## src/rtl/clap_pattern_player_pkg.sv

```systemverilog
// Shared definitions for the clap pattern player and the receiver-side counter.
// Latency: n/a (types, constants and the interval clamp helper only).
// Backpressure: n/a.
package clap_pattern_player_pkg;

  // Interval width in enabled cycles, and the index width of the interval table.
  localparam int IW    = 17;
  localparam int PTR_W = 3;

  localparam logic [IW-1:0] MAXCOUNT_DEF = 17'd66080;
  localparam int            DEPTH_DEF    = 8;

  typedef enum logic [1:0] {
    IDLE = 2'd0,
    PLAY = 2'd1,
    DONE = 2'd2
  } state_t;

  // An interval of 0 would never end, so it plays as 1; long values saturate.
  function automatic logic [IW-1:0] clamp_interval(input logic [IW-1:0] v,
                                                   input logic [IW-1:0] maxc);
    if (v == '0)
      return IW'(1);
    else if (v > maxc)
      return maxc;
    else
      return v;
  endfunction

endpackage

```

## src/rtl/clap_pattern_player_if.sv

```systemverilog
// Control/status bundle between a host and the clap pattern player.
// Latency: n/a (wires only); all player outputs carried here are registered.
// Backpressure: none; writes are silently dropped while playing or full.
// Host -> player: en, wr_en, wr_data, clr, go.
// Player -> host: beat, beat_idx, busy, done, full, count.
interface clap_pattern_player_if;
  import clap_pattern_player_pkg::*;

  logic             en;
  logic             wr_en;
  logic [IW-1:0]    wr_data;
  logic             clr;
  logic             go;
  logic             beat;
  logic [PTR_W-1:0] beat_idx;
  logic             busy;
  logic             done;
  logic             full;
  logic [IW-1:0]    count;

  modport master (
    output en, wr_en, wr_data, clr, go,
    input  beat, beat_idx, busy, done, full, count
  );

  modport slave (
    input  en, wr_en, wr_data, clr, go,
    output beat, beat_idx, busy, done, full, count
  );

endinterface

```

## src/rtl/clap_interval_table.sv

```systemverilog
// DEPTH x IW interval register file; values are clamped on the way in.
// Latency: write lands at the next posedge; read is combinational from rd_addr.
// Backpressure: none; the caller decides when a write is legal.
// Ports: clk, wr_en/wr_addr/wr_data (sync write), rd_addr/rd_data (async read).
module clap_interval_table
  import clap_pattern_player_pkg::*;
#(
  parameter int            DEPTH    = DEPTH_DEF,
  parameter logic [IW-1:0] MAXCOUNT = MAXCOUNT_DEF
) (
  input  logic             clk,
  input  logic             wr_en,
  input  logic [PTR_W-1:0] wr_addr,
  input  logic [IW-1:0]    wr_data,
  input  logic [PTR_W-1:0] rd_addr,
  output logic [IW-1:0]    rd_data
);

  // No reset: entries beyond the live count are never read.
  logic [IW-1:0] mem [DEPTH];

  always_ff @(posedge clk) begin
    if (wr_en)
      mem[wr_addr] <= clamp_interval(wr_data, MAXCOUNT);
  end

  assign rd_data = mem[rd_addr];

endmodule

```

## src/rtl/clap_pattern_player.sv

```systemverilog
// Plays back a table of intervals as one-cycle beat pulses on an enabled time base.
// Latency: beat appears the cycle after the posedge that completes an interval.
// Backpressure: none; go > clr > wr_en, and writes/clears are ignored while playing.
// Ports: clk, reset (sync, active-high), bus (slave side of clap_pattern_player_if).
module clap_pattern_player
  import clap_pattern_player_pkg::*;
#(
  parameter logic [IW-1:0] MAXCOUNT = MAXCOUNT_DEF,
  parameter int            DEPTH    = DEPTH_DEF
) (
  input  logic                   clk,
  input  logic                   reset,
  clap_pattern_player_if.slave   bus
);

  // Entry count needs one extra bit to represent a full table.
  localparam int            NW      = PTR_W + 1;
  localparam logic [NW-1:0] DEPTH_N = NW'(DEPTH);

  state_t           state, state_d;
  logic [NW-1:0]    n, n_d;
  logic [PTR_W-1:0] wptr, wptr_d;
  logic [PTR_W-1:0] idx, idx_d;
  logic [IW-1:0]    count, count_d;
  logic             beat_q, beat_d;
  logic [PTR_W-1:0] beat_idx_q, beat_idx_d;
  logic             busy_q, done_q;
  logic             full_q, full_d;
  logic             tbl_we;
  logic [IW-1:0]    cur_ival;
  logic [IW:0]      count_inc;
  logic             last_entry;

  clap_interval_table #(
    .DEPTH    (DEPTH),
    .MAXCOUNT (MAXCOUNT)
  ) u_table (
    .clk     (clk),
    .wr_en   (tbl_we),
    .wr_addr (wptr),
    .wr_data (bus.wr_data),
    .rd_addr (idx),
    .rd_data (cur_ival)
  );

  // Widened so the comparison can never wrap; intervals are >= 1 after clamping,
  // so count tops out at interval-1 <= MAXCOUNT-1.
  assign count_inc  = {1'b0, count} + (IW+1)'(1);
  assign last_entry = ({1'b0, idx} == (n - NW'(1)));

  always_comb begin
    state_d    = state;
    n_d        = n;
    wptr_d     = wptr;
    idx_d      = idx;
    count_d    = count;
    beat_d     = 1'b0;
    beat_idx_d = '0;
    tbl_we     = 1'b0;

    if (bus.go && (n != '0)) begin
      // Start or restart; any beat due on this edge is intentionally dropped.
      state_d = PLAY;
      idx_d   = '0;
      count_d = '0;
    end else begin
      unique case (state)
        PLAY: begin
          if (bus.en) begin
            if (count_inc >= {1'b0, cur_ival}) begin
              beat_d     = 1'b1;
              beat_idx_d = idx;
              count_d    = '0;
              if (last_entry)
                state_d = DONE;
              else
                idx_d = idx + PTR_W'(1);
            end else begin
              count_d = count_inc[IW-1:0];
            end
          end
        end
        default: begin
          // IDLE and DONE accept table maintenance.
          if (bus.clr) begin
            state_d = IDLE;
            n_d     = '0;
            wptr_d  = '0;
          end else if (bus.wr_en && !full_q) begin
            tbl_we = 1'b1;
            n_d    = n + NW'(1);
            wptr_d = wptr + PTR_W'(1);
          end
        end
      endcase
    end

    full_d = (n_d == DEPTH_N);
  end

  always_ff @(posedge clk) begin
    if (reset) begin
      state      <= IDLE;
      n          <= '0;
      wptr       <= '0;
      idx        <= '0;
      count      <= '0;
      beat_q     <= 1'b0;
      beat_idx_q <= '0;
      busy_q     <= 1'b0;
      done_q     <= 1'b0;
      full_q     <= 1'b0;
    end else begin
      state      <= state_d;
      n          <= n_d;
      wptr       <= wptr_d;
      idx        <= idx_d;
      count      <= count_d;
      beat_q     <= beat_d;
      beat_idx_q <= beat_idx_d;
      busy_q     <= (state_d == PLAY);
      done_q     <= (state_d == DONE);
      full_q     <= full_d;
    end
  end

  assign bus.beat     = beat_q;
  assign bus.beat_idx = beat_idx_q;
  assign bus.busy     = busy_q;
  assign bus.done     = done_q;
  assign bus.full     = full_q;
  assign bus.count    = count;

endmodule

```

## src/flat_wrapper.sv

```systemverilog
// flat-port wrapper written by rule: the top's interface ports become plain ports
module clap_pattern_player_flat import clap_pattern_player_pkg::*;
#(
  parameter logic [IW-1:0] MAXCOUNT = MAXCOUNT_DEF,
  parameter int            DEPTH    = DEPTH_DEF
)
  (clk, reset, bus_en, bus_wr_en, bus_wr_data, bus_clr, bus_go, bus_beat, bus_beat_idx, bus_busy, bus_done, bus_full, bus_count);
  clap_pattern_player_if bus_i ();
  input  logic clk;
  input  logic reset;
  input wire logic [$bits(bus_i.en)-1:0] bus_en;
  input wire logic [$bits(bus_i.wr_en)-1:0] bus_wr_en;
  input wire logic [$bits(bus_i.wr_data)-1:0] bus_wr_data;
  input wire logic [$bits(bus_i.clr)-1:0] bus_clr;
  input wire logic [$bits(bus_i.go)-1:0] bus_go;
  output wire logic [$bits(bus_i.beat)-1:0] bus_beat;
  output wire logic [$bits(bus_i.beat_idx)-1:0] bus_beat_idx;
  output wire logic [$bits(bus_i.busy)-1:0] bus_busy;
  output wire logic [$bits(bus_i.done)-1:0] bus_done;
  output wire logic [$bits(bus_i.full)-1:0] bus_full;
  output wire logic [$bits(bus_i.count)-1:0] bus_count;
  assign bus_i.en = bus_en;
  assign bus_i.wr_en = bus_wr_en;
  assign bus_i.wr_data = bus_wr_data;
  assign bus_i.clr = bus_clr;
  assign bus_i.go = bus_go;
  assign bus_beat = bus_i.beat;
  assign bus_beat_idx = bus_i.beat_idx;
  assign bus_busy = bus_i.busy;
  assign bus_done = bus_i.done;
  assign bus_full = bus_i.full;
  assign bus_count = bus_i.count;
  clap_pattern_player #(.MAXCOUNT(MAXCOUNT), .DEPTH(DEPTH)) u_core (.clk(clk), .reset(reset), .bus(bus_i));
endmodule
```

## config.mk

```make
export PLATFORM = sky130hd
export DESIGN_NAME = clap_pattern_player_flat
export DESIGN_NICKNAME = d
export VERILOG_FILES = /design/src/rtl/clap_pattern_player_pkg.sv /design/src/rtl/clap_pattern_player_if.sv /design/src/rtl/clap_interval_table.sv /design/src/rtl/clap_pattern_player.sv /design/src/flat_wrapper.sv
export SDC_FILE = /design/constraint.sdc
export NUM_CORES = 1
export LEC_CHECK = 0
export ABC_AREA = 1
export BUFFER_PORTS_ARGS = -buffer_cell sky130_fd_sc_hd__buf_2
export CAP_MARGIN = 10
export CELL_PAD_IN_SITES_DETAIL_PLACEMENT = 1
export CELL_PAD_IN_SITES_GLOBAL_PLACEMENT = 2
export CORE_MARGIN = 4
export CORE_UTILIZATION = 36
export DETAILED_ROUTE_END_ITERATION = 8
export GPL_TIMING_DRIVEN = 0
export PLACE_DENSITY = 0.82
export SETUP_SLACK_MARGIN = 0.5
export SLEW_MARGIN = 20
export SYNTH_ARGS = -nofsm -noshare
export SYNTH_HDL_FRONTEND = slang
export SYNTH_SLANG_ARGS = --single-unit
```

## constraint.sdc

```tcl
create_clock -name clk -period 3.7 [get_ports clk]
set_input_delay 0.185 -clock clk [delete_from_list [all_inputs] [get_ports clk]]
set_output_delay 0.185 -clock clk [all_outputs]
set_load 0.05 [all_outputs]
```

==> results.tsv, run 1 <==
metric	value	unit
holdBufCountCts	0	
yosysTopAreaCellShare	52.8	%
setup_viol_count_final	0	
grt_first_pass_wirelength	33800	um
static-leakage-power	3.54	nW
finish.instance_area	0.00929	mm^2
dominantRegCellSynth	edfxtp_1	
clockRootBuffer	clkbuf_16	
arrival	3.40	ns
synth_async_reset_ratio	0	%
place_congestion	0.819	
rows	53	
yosysUniqueCellTypes	40	
finalWirelength	22200	um
core_area	0.0211	mm^2
ir_drop	0.000248	V
postSynthRegisterBits	175	
dpl.hpwl	15700	um
slew_headroom	46.2	%
antenna_cells	0	
finalCritPeriodShare	82.2	%
syn_nets	766	
synth_common_cells	edfxtp_1, nor2_1, o21ai_0	
timing.critical_path.required	4.05	ns
clockBufferDepth	2	
global_route.overflow_total	0	
antenna_found_initial	0	
width_of_the_chip	155	um
remaining_drc_errors	0	
ant_nets	0	
worst-slew-pin-transition	0.803	ns
globalRouteTotalUtil	18.5	%
clock_insertion_delay_worst_skew	0.43	ns
pin_count_of_the_biggest_net_entering_global_routing	17	
detailedRoute.firstPassIterationCount	5	
critical_path.max_stage_delay	0.37	ns
number_of_h_tree_levels	4	
pin_count	47	
synth_seq_area_share	62.9	%
crit_slowest_cell	dfxtp_4	
cts_tree	built	
cap_viol_max_count	0	
cp-start-kind	flip-flop	
via_count_of_the_first_global_routing_pass	6098	
slew_violations	0	
die_area	0.0239	mm^2
yosysMostFrequentCell	edfxtp_1	
route.detailed.vias_per_inst	5.26	
yosys_warnings	0	
cts_num_sinks	175	
post_dp_cell_area	0.00846	mm^2
post_route_cells_drive_above_1_share	22.6	%
post_syn_area	0.00774	mm^2
synth_area_per_cell	10.7	um^2
drtIter0Drc	387	
whs	0.145	ns
finalWorstPathRequiredPeriod	3.04	ns
placed_cells_incl_taps	1054	
route.vias.total	5762	
starting_density_of_the_core	36.7	%
clk_pin_slew_worst_paths	0.07	ns
run_status	finished clean	
dp_slack	-0.264	ns
port_buffers	45	
critical_setup_path_kind	flip-flop to flip-flop	
layoutNonFillerInstCount	1095	
die-height	155	um
clock_skew	0.00755	ns
cts_buffers	17	
critical_path.n_buffers_inverters	2	
synth_enable_flop_cells	136	
route.detailed.wl_per_inst	20.2	um
cp_cell_sequence	ha_2 -> nand2_2 -> nor2_4 -> nand2_2 -> nor3_4 -> nand4_4 -> nor2_4 -> xor2_2 -> ha_1 -> nand2_1 -> inv_1 -> nand3_1 -> o31a_1 -> nand2_1 -> nand2_1 -> nand2_4 -> nor2_4 -> clkbuf_16 -> nand2_2 -> a21oi_1	
final.setup.worst_slack	0.660	ns
critical_path.max_fanout	5	
grt_setup_unrepaired	yes	
nets	852	
maxClockFrequency	329	MHz
holdCritPathClass	input port to flip-flop	
postSynthCellCount	721	
hold_violations	0	
synth_area_leaders	edfxtp_1, dfxtp_1, o21ai_0	
cpLargestDelayFamily	simple AND/OR/NAND/NOR gates	
cellPowerDensity	437	mW/mm^2
areaGrowthSynthToFinish	20.0	%
critical_path.endpoint_type	flip-flop	
synth_top_cell_by_area	edfxtp_1	
==> per-layer routing <==
layer  up-vias  wire length, um  global-route usage (%)
li1       2690                -                       -
met1      2898             9230                    22.5
met2       141            11400                    32.8
met3        33              931                    3.53
met4         0              571                    6.35
met5         -                0                       0
==> power breakdown <==
group          internal, mW  switching (mW)
Sequential             2.14          0.0113
Clock                 0.936           0.795
Combinational        0.0527           0.126
==> cell families after synthesis <==
logic type                 synth area share [%]
xor gates and xnor gates                   2.23
and+or+nand+nor                            14.7
adders and majority gates                  3.56
buffers and inverters                      4.46
AOI/OAI and AO/OA                          12.1
DFF                                        62.9
==> cell type report <==
class / instances / area, um^2
fill: 2295 / 11800
sequential: 175 / 4880
multi-input combinational: 456 / 2650
timing repair buffer: 67 / 427
clock buffer: 17 / 425
tap: 275 / 344
inverter: 61 / 233
buffer: 29 / 199
clock inverter: 15 / 138
==> layout by cell type (no fill, tap or decap), drive strengths merged, types with 22 or more instances in the layout <==
cell type  Yosys  layout
a21oi         28      28
buf            1      73
clkbuf        28      40
dfxtp         39      39
edfxtp       136     136
ha            22      22
inv           58      61
nand2         92      92
nor2         122     122
o21ai         92      92
==> state kept, by name, summed over array words and instances (netlist names), named ones only <==
register and cells:
u_core.n 4, u_core.bus.done 1, u_core.bus.beat 1, u_core.wptr 3
u_core.bus.full 1, u_core.bus.busy 1, u_core.bus.beat_idx 3, u_core.u_table.mem 136
u_core.idx 3, u_core.bus.count 17, u_core.state 2
==> repair_timing <==
| item | 4_1_cts | 5_1_grt |
|---|---|---|
| resized for setup | 34 | 49 |
| gates cloned | 0 | 1 |
| endpoints found under the setup margin | 31 | 40 |
| pin swaps | 1 | 4 |
| buffers inserted | 1 | 7 |
==> per-stage QoR <==
step	power (mW)	setup TNS [ns]	utilization [%]
final	4.06	0	44.0
after CTS	4.08	0	43.1
after detailed placement	2.37	-4.12	40.1
after floorplan	2.29	0	-
after global placement	2.35	-54.03	39.4
after global routing	4.18	0	44.0
==> final timing paths <==
kind | startpoint | to | slack, ns | cells past startpoint
worst max-delay path | u_core.bus.count[1] | u_core.bus.count[12] | 0.66 | 20
worst min-delay path | reset | u_core.n[0] | 0.15 | 2
worst max register to register | u_core.bus.count[1] | u_core.bus.count[12] | 0.66 | 20
worst min register to register | u_core.idx[2] | u_core.bus.beat_idx[2] | 0.50 | 2
Power figures use the tool's default switching activity.
==> inputs of run 2 (changes only) <==
==> constraint.sdc (replaced) <==
create_clock -name clk -period 3.05 [get_ports clk]
set_input_delay 0.1525 -clock clk [delete_from_list [all_inputs] [get_ports clk]]
set_output_delay 0.1525 -clock clk [all_outputs]
set_load 0.05 [all_outputs]
==> results.tsv, run 2 (same netlist as run 1, synthesis figures left out) <==
metric	value	unit	change
starting_density_of_the_core	36.7	%	unchanged
fin_tns_setup	0	ns	unchanged
hold_violations	0		unchanged
setup.reg_to_reg.worst_slack	0.08	ns	was 0.66 ns
dp_slack	-0.920	ns	was -0.264 ns
post_route_cells_drive_above_1_share	29.2	%	was 22.6%
dpl.hpwl	15100	um	was 15700 um
pin_count_of_the_biggest_net_entering_global_routing	18		was 17
run_status	finished clean		unchanged
finalWorstPathRequiredPeriod	2.97	ns	was 3.04 ns
areaGrowthSynthToFinish	27.7	%	was 20.0%
grt_setup_unrepaired	yes		unchanged
largest_register	u_core.u_table.mem		unchanged
clockRootBuffer	clkbuf_16		unchanged
clock_skew	0.00961	ns	was 0.00755 ns
cp-start-kind	flip-flop		unchanged
critical_path.endpoint_type	flip-flop		unchanged
number_of_h_tree_levels	4		unchanged
largest_reg_flops	136		unchanged
grt_first_pass_wirelength	35900	um	was 33800 um
pin_count	47		unchanged
holdCritPathClass	input port to flip-flop		unchanged
global_route.overflow_total	0		unchanged
fillers	2272		was 2295
antenna_cells	0		unchanged
critical_setup_path_kind	flip-flop to flip-flop		unchanged
final_common_cell	edfxtp_1		unchanged
cts_buffers	17		unchanged
route.vias.total	5891		was 5762
detailedRoute.firstPassIterationCount	4		was 5
largest_registers	u_core.u_table.mem x136, u_core.bus.count x17, u_core.n x4		unchanged
clock_insertion_delay_worst_skew	0.44	ns	was 0.43 ns
arrival	3.27	ns	was 3.40 ns
clk_pin_slew_worst_paths	0.07	ns	about the same
whs	0.141	ns	was 0.145 ns
static-leakage-power	3.81	nW	was 3.54 nW
die_area	0.0239	mm^2	unchanged
drtIter0Drc	458		was 387
nets	865		was 852
via_count_of_the_first_global_routing_pass	6364		was 6098
route.detailed.wl_per_inst	20.8	um	was 20.2 um
rows	53		unchanged
die-height	155	um	unchanged
worst-slew-pin-transition	1.16	ns	was 0.803 ns
cellPowerDensity	503	mW/mm^2	was 437 mW/mm^2
finalWirelength	23100	um	was 22200 um
core_area	0.0211	mm^2	unchanged
cts_tree	built		unchanged
maxClockFrequency	337	MHz	was 329 MHz
remaining_drc_errors	0		unchanged
finalCritPeriodShare	97.4	%	was 82.2%
cts_num_sinks	175		unchanged
width_of_the_chip	155	um	unchanged
timing.critical_path.required	3.35	ns	was 4.05 ns
route.detailed.vias_per_inst	5.32		was 5.26
place_congestion	0.804		was 0.819
slew_violations	0		unchanged
antenna_found_initial	0		unchanged
clockBufferDepth	2		unchanged
critical_path.max_fanout	6		was 5
placed_cells_incl_taps	1048		was 1054
slew_headroom	21.8	%	was 46.2%
most_used_cells_in_the_layout_excluding_fill_and_tap_cells	edfxtp_1, nor2_1, o21ai_0		unchanged
ant_nets	0		unchanged
port_buffers	45		unchanged
setup_viol_count_final	0		unchanged
ir_drop	0.000392	V	was 0.000248 V
layoutNonFillerInstCount	1108		was 1095
cap_viol_max_count	0		unchanged
final.setup.worst_slack	0.0794	ns	was 0.660 ns
globalRouteTotalUtil	19.7	%	was 18.5%
holdBufCountCts	0		unchanged
==> run 2: cell types whose count changed in the layout (fill, tap and decap cells not counted), moves of 9 or more <==
| cell | before | now |
|---|---|---|
| a21oi_1 | 26 | 16 |
| a21oi_2 | 2 | 11 |
| clkbuf_2 | 13 | 4 |
| clkbuf_8 | 2 | 11 |
| nand2_1 | 74 | 62 |
| nand2_4 | 2 | 11 |
==> run 2: worst max-delay path, stage by stage, from the launching register on <==
cell     delay, ns
dfxtp_4       0.38
ha_4          0.15
nand2_4       0.06
nor2_4        0.14
nand2_4       0.08
nor3_4        0.22
nand4_2       0.15
nor2_2        0.19
xor2_2        0.10
ha_1          0.28
nand2_1       0.06
inv_2         0.07
nand3_2       0.05
o31a_1        0.25
nand2_2       0.07
nand2_2       0.06
nand2_4       0.09
nor2_4        0.04
buf_12        0.14
buf_6         0.12
o21ai_2       0.10
nor2_1        0.04
==> run 2: power breakdown <==
group	switching (mW)	internal, mW
registers	0.0153	2.59
logic	0.171	0.0808
clock network	0.970	1.14
==> run 2: final timing paths <==
check                         to                start  cells past startpoint
min                  u_core.n[2]                reset                      2
max          u_core.bus.count[0]  u_core.bus.count[1]                     21
max reg2reg  u_core.bus.count[0]  u_core.bus.count[1]                     21
min reg2reg  u_core.bus.count[7]  u_core.bus.count[7]                      2
==> run 2: layout make-up <==
type | instances | area [um^2] | share of cell area [%]
Multi-Input combinational cell | 456 | 2920 | 29.6
Timing Repair Buffer | 80 | 604 | 6.12
Clock buffer | 19 | 433 | 4.38
Tap cell | 275 | 344 | 3.48
Sequential cell | 175 | 4890 | 49.5
Buffer | 29 | 309 | 3.13
Inverter | 61 | 236 | 2.39
Clock inverter | 13 | 138 | 1.39
==> run 2: routing by layer <==
metal	routed length (um)	vias to the layer above	global-route usage (%)
li1	-	2729	-
met1	9560	2975	23.7
met2	11900	133	34.9
met3	861	54	3.75
met4	759	0	7.82
met5	0	-	0
==> run 2: metrics by stage <==
stage / total power [mW] / instance area [um^2] / utilization [%]
4_1_cts: 4.97 / 9760 / 46.3
2_1_floorplan: 2.78 / 7850 / -
3_5_place_dp: 2.87 / 8500 / 40.3
5_1_grt: 5.13 / 9880 / 46.9
3_3_place_gp: 2.85 / 8420 / 39.9
6_report: 4.97 / 9880 / 46.9
==> run 2: repair_timing <==
| item | CTS | global route |
|---|---|---|
| pin swaps | 26 | 13 |
| buffers inserted | 22 | 4 |
| gates cloned | 2 | 0 |
| resized for setup | 128 | 25 |
| endpoints found under the setup margin | 124 | 118 |
==> inputs of run 3 (changes only) <==
--- a/config.mk
+++ b/config.mk
@@ -11,10 +11,10 @@
 export CELL_PAD_IN_SITES_DETAIL_PLACEMENT = 1
 export CELL_PAD_IN_SITES_GLOBAL_PLACEMENT = 2
 export CORE_MARGIN = 4
-export CORE_UTILIZATION = 36
+export CORE_UTILIZATION = 28
 export DETAILED_ROUTE_END_ITERATION = 8
 export GPL_TIMING_DRIVEN = 0
-export PLACE_DENSITY = 0.82
+export PLACE_DENSITY = 0.59
 export SETUP_SLACK_MARGIN = 0.5
 export SLEW_MARGIN = 20
 export SYNTH_ARGS = -nofsm -noshare
==> constraint.sdc (replaced) <==
create_clock -name clk -period 3.25 [get_ports clk]
set_input_delay 0.1625 -clock clk [delete_from_list [all_inputs] [get_ports clk]]
set_output_delay 0.1625 -clock clk [all_outputs]
set_load 0.05 [all_outputs]
==> results.tsv, run 3 (same netlist as run 1, synthesis figures left out) <==
metric	value	unit	change
cts_num_sinks	175		unchanged
finalWirelength	23400	um	was 23100 um
critical_path.n_buffers_inverters	3		unchanged
worst_path_most_repeated_cell	nand2_4		unchanged
antenna_found_initial	1		was 0
globalRouteTotalUtil	15.6	%	was 19.7%
critical_path.max_stage_delay	0.39	ns	was 0.38 ns
remaining_drc_errors	0		unchanged
slew_headroom	52.6	%	was 21.8%
switching_power	1.08	mW	was 1.16 mW
largest_reg_flops	136		unchanged
drtIter0Drc	327		was 458
fin_tns_setup	0	ns	unchanged
via_count_of_the_first_global_routing_pass	6113		was 6364
clockRootBuffer	clkbuf_16		unchanged
port_buffers	45		unchanged
critPathLaunch	u_core.bus.count[0]		was u_core.bus.count[1]
number_of_h_tree_levels	4		unchanged
die_area	0.0304	mm^2	was 0.0239 mm^2
holdCritPathClass	input port to flip-flop		unchanged
cellPowerDensity	458	mW/mm^2	was 503 mW/mm^2
met3_wirelength	656	um	was 861 um
route.detailed.vias_per_inst	4.68		was 5.32
starting_density_of_the_core	28.6	%	was 36.7%
cap_viol_max_count	0		unchanged
regToRegStartpoint	u_core.bus.count[0]		was u_core.bus.count[1]
grt_setup_unrepaired	yes		unchanged
core_area	0.0271	mm^2	was 0.0211 mm^2
combPwrFrac	4.9	%	was 5.1%
pin_count	47		unchanged
static-leakage-power	3.92	nW	was 3.81 nW
reg2regPathDepth	21		unchanged
run_status	finished clean		unchanged
setup_viol_count_final	0		unchanged
ant_nets	0		unchanged
pwr-share-clk	42.8	%	was 42.5%
largest_register	u_core.u_table.mem		unchanged
slew_violations	0		unchanged
pin_count_of_the_biggest_net_entering_global_routing	18		unchanged
hold_violations	0		unchanged
intPower	3.59	mW	was 3.81 mW
antenna_cells	0		unchanged
grt_first_pass_wirelength	36100	um	was 35900 um
critical_path_depth	21		unchanged
cpLargestDelayFamily	simple AND/OR/NAND/NOR gates		unchanged
global_route.overflow_total	0		unchanged
finalCritPeriodShare	89.7	%	was 97.4%
p_seq_share	52.3	%	was 52.5%
setup.reg_to_reg.worst_slack	0.33	ns	was 0.08 ns
whs	0.155	ns	was 0.141 ns
cp-start-kind	flip-flop		unchanged
maxClockFrequency	343	MHz	was 337 MHz
clock_skew	0.0112	ns	was 0.00961 ns
routed-wl-met2	12100	um	was 11900 um
ir_drop	0.000433	V	was 0.000392 V
areaGrowthSynthToFinish	31.8	%	was 27.7%
finalWorstPathRequiredPeriod	2.92	ns	was 2.97 ns
cp_cell_sequence	ha_4 -> nand2_4 -> nor2_4 -> nand2_4 -> nor3_4 -> nand4_4 -> nor2_4 -> xor2_2 -> ha_1 -> nand2_1 -> inv_2 -> nand3_2 -> o31a_1 -> nand2_1 -> nand2_2 -> nand2_4 -> buf_6 -> buf_6 -> nand2_4 -> o21ai_2 -> nor2_2		was ha_4 -> nand2_4 -> nor2_4 -> nand2_4 -> nor3_4 -> nand4_2 -> nor2_2 -> xor2_2 -> ha_1 -> nand2_1 -> inv_2 -> nand3_2 -> o31a_1 -> nand2_2 -> nand2_2 -> nand2_4 -> nor2_4 -> buf_12 -> buf_6 -> o21ai_2 -> nor2_1
die-height	174	um	was 155 um
critical_path.max_fanout	4		was 6
width_of_the_chip	174	um	was 155 um
route.vias.total	5710		was 5891
critical_setup_path_kind	flip-flop to flip-flop		unchanged
crit_slowest_cell	dfxtp_4		unchanged
clk_pin_slew_worst_paths	0.07	ns	about the same
arrival	3.23	ns	was 3.27 ns
dr.max_layer_used	met5		was met4
clock_insertion_delay_worst_skew	0.42	ns	was 0.44 ns
wl_met1	10100	um	was 9560 um
post_route_cells_drive_above_1_share	31.3	%	was 29.2%
detailedRoute.firstPassIterationCount	4		unchanged
cts_buffers	17		unchanged
nets	880		was 865
most_used_cells_in_the_layout_excluding_fill_and_tap_cells	edfxtp_1, nor2_1, nand2_1		was edfxtp_1, nor2_1, o21ai_0
clockBufferDepth	2		unchanged
timing.critical_path.required	3.56	ns	was 3.35 ns
rows	60		was 53
cts_tree	built		unchanged
critical_path.endpoint_type	flip-flop		unchanged
swShare	23.1	%	was 23.3%
final_common_cell	edfxtp_1		unchanged
route.detailed.wl_per_inst	19.2	um	was 20.8 um
dpl.hpwl	16500	um	was 15100 um
largest_registers	u_core.u_table.mem x136, u_core.bus.count x17, u_core.n x4		unchanged
worst-slew-pin-transition	0.711	ns	was 1.16 ns
place_congestion	0.779		was 0.804
[run 3: timing repair]
action	CTS	global route
endpoints found under the setup margin	144	84
resized for setup	123	67
buffers inserted	25	14
cloned	2	0
hold buffers	0	0
pin swaps	29	26
[run 3: per-stage QoR]
step                      util [%]  power (mW)  std cells  setup slack, ns  instance area [um^2]
after global routing          37.6        4.86       1220            0.130                 10200
after detailed placement      31.9        2.70       1147           -0.978                  8640
after CTS                     36.5        4.72       1206            0.287                  9890
after global placement        31.4        2.68       1138            -1.48                  8500
final                         37.6        4.67       1220            0.334                 10200
after floorplan                  -        2.61        721            0.120                  7810
[run 3: power groups by stage]
stage,combinational (mW),sequential (mW),clock [mW]
floorplan,0.110,2.50,0
global placement,0.186,2.50,0
detailed placement,0.201,2.50,0
CTS,0.219,2.45,2.06
global route,0.255,2.45,2.16
finish,0.227,2.44,2.00
[run 3: worst min path at each step]
stage / from / endpoint / slack (ns) / cells after the start
finish: bus_clr / u_core.wptr[1] / 0.15 / 4
CTS: bus_clr / u_core.wptr[1] / 0.14 / 4
detailed placement: u_core.bus.count[7] / u_core.bus.count[7] / 0.49 / 2
floorplan: bus_wr_data[5] / u_core.u_table.mem[0][5] / 0.41 / 1
global route: bus_clr / u_core.wptr[1] / 0.17 / 4
global placement: u_core.bus.count[7] / u_core.bus.count[7] / 0.46 / 2
[run 3: cell type report]
type                    instances  area, um^2
fillers                      2969       16900
flip-flops and latches        175        4900
multi-input cells             456        2950
repair buffers                 95         722
well taps                     372         465
clock buffers                  19         443
plain buffers                  29         357
inverters                      61         239
clock inverters                13         126
[run 3: tightest hold or removal path, cell delays in order]
cell	delay (ns)
buf_2	0.08
inv_1	0.09
a21oi_1	0.14
a211oi_1	0.05
[run 3: layer usage]
metal  vias to the layer above  GRT usage (%)
met4                         2           5.08
met5                         -              0
met1                      2853           19.2
met2                        81           27.6
li1                       2747              -
met3                        27           2.91
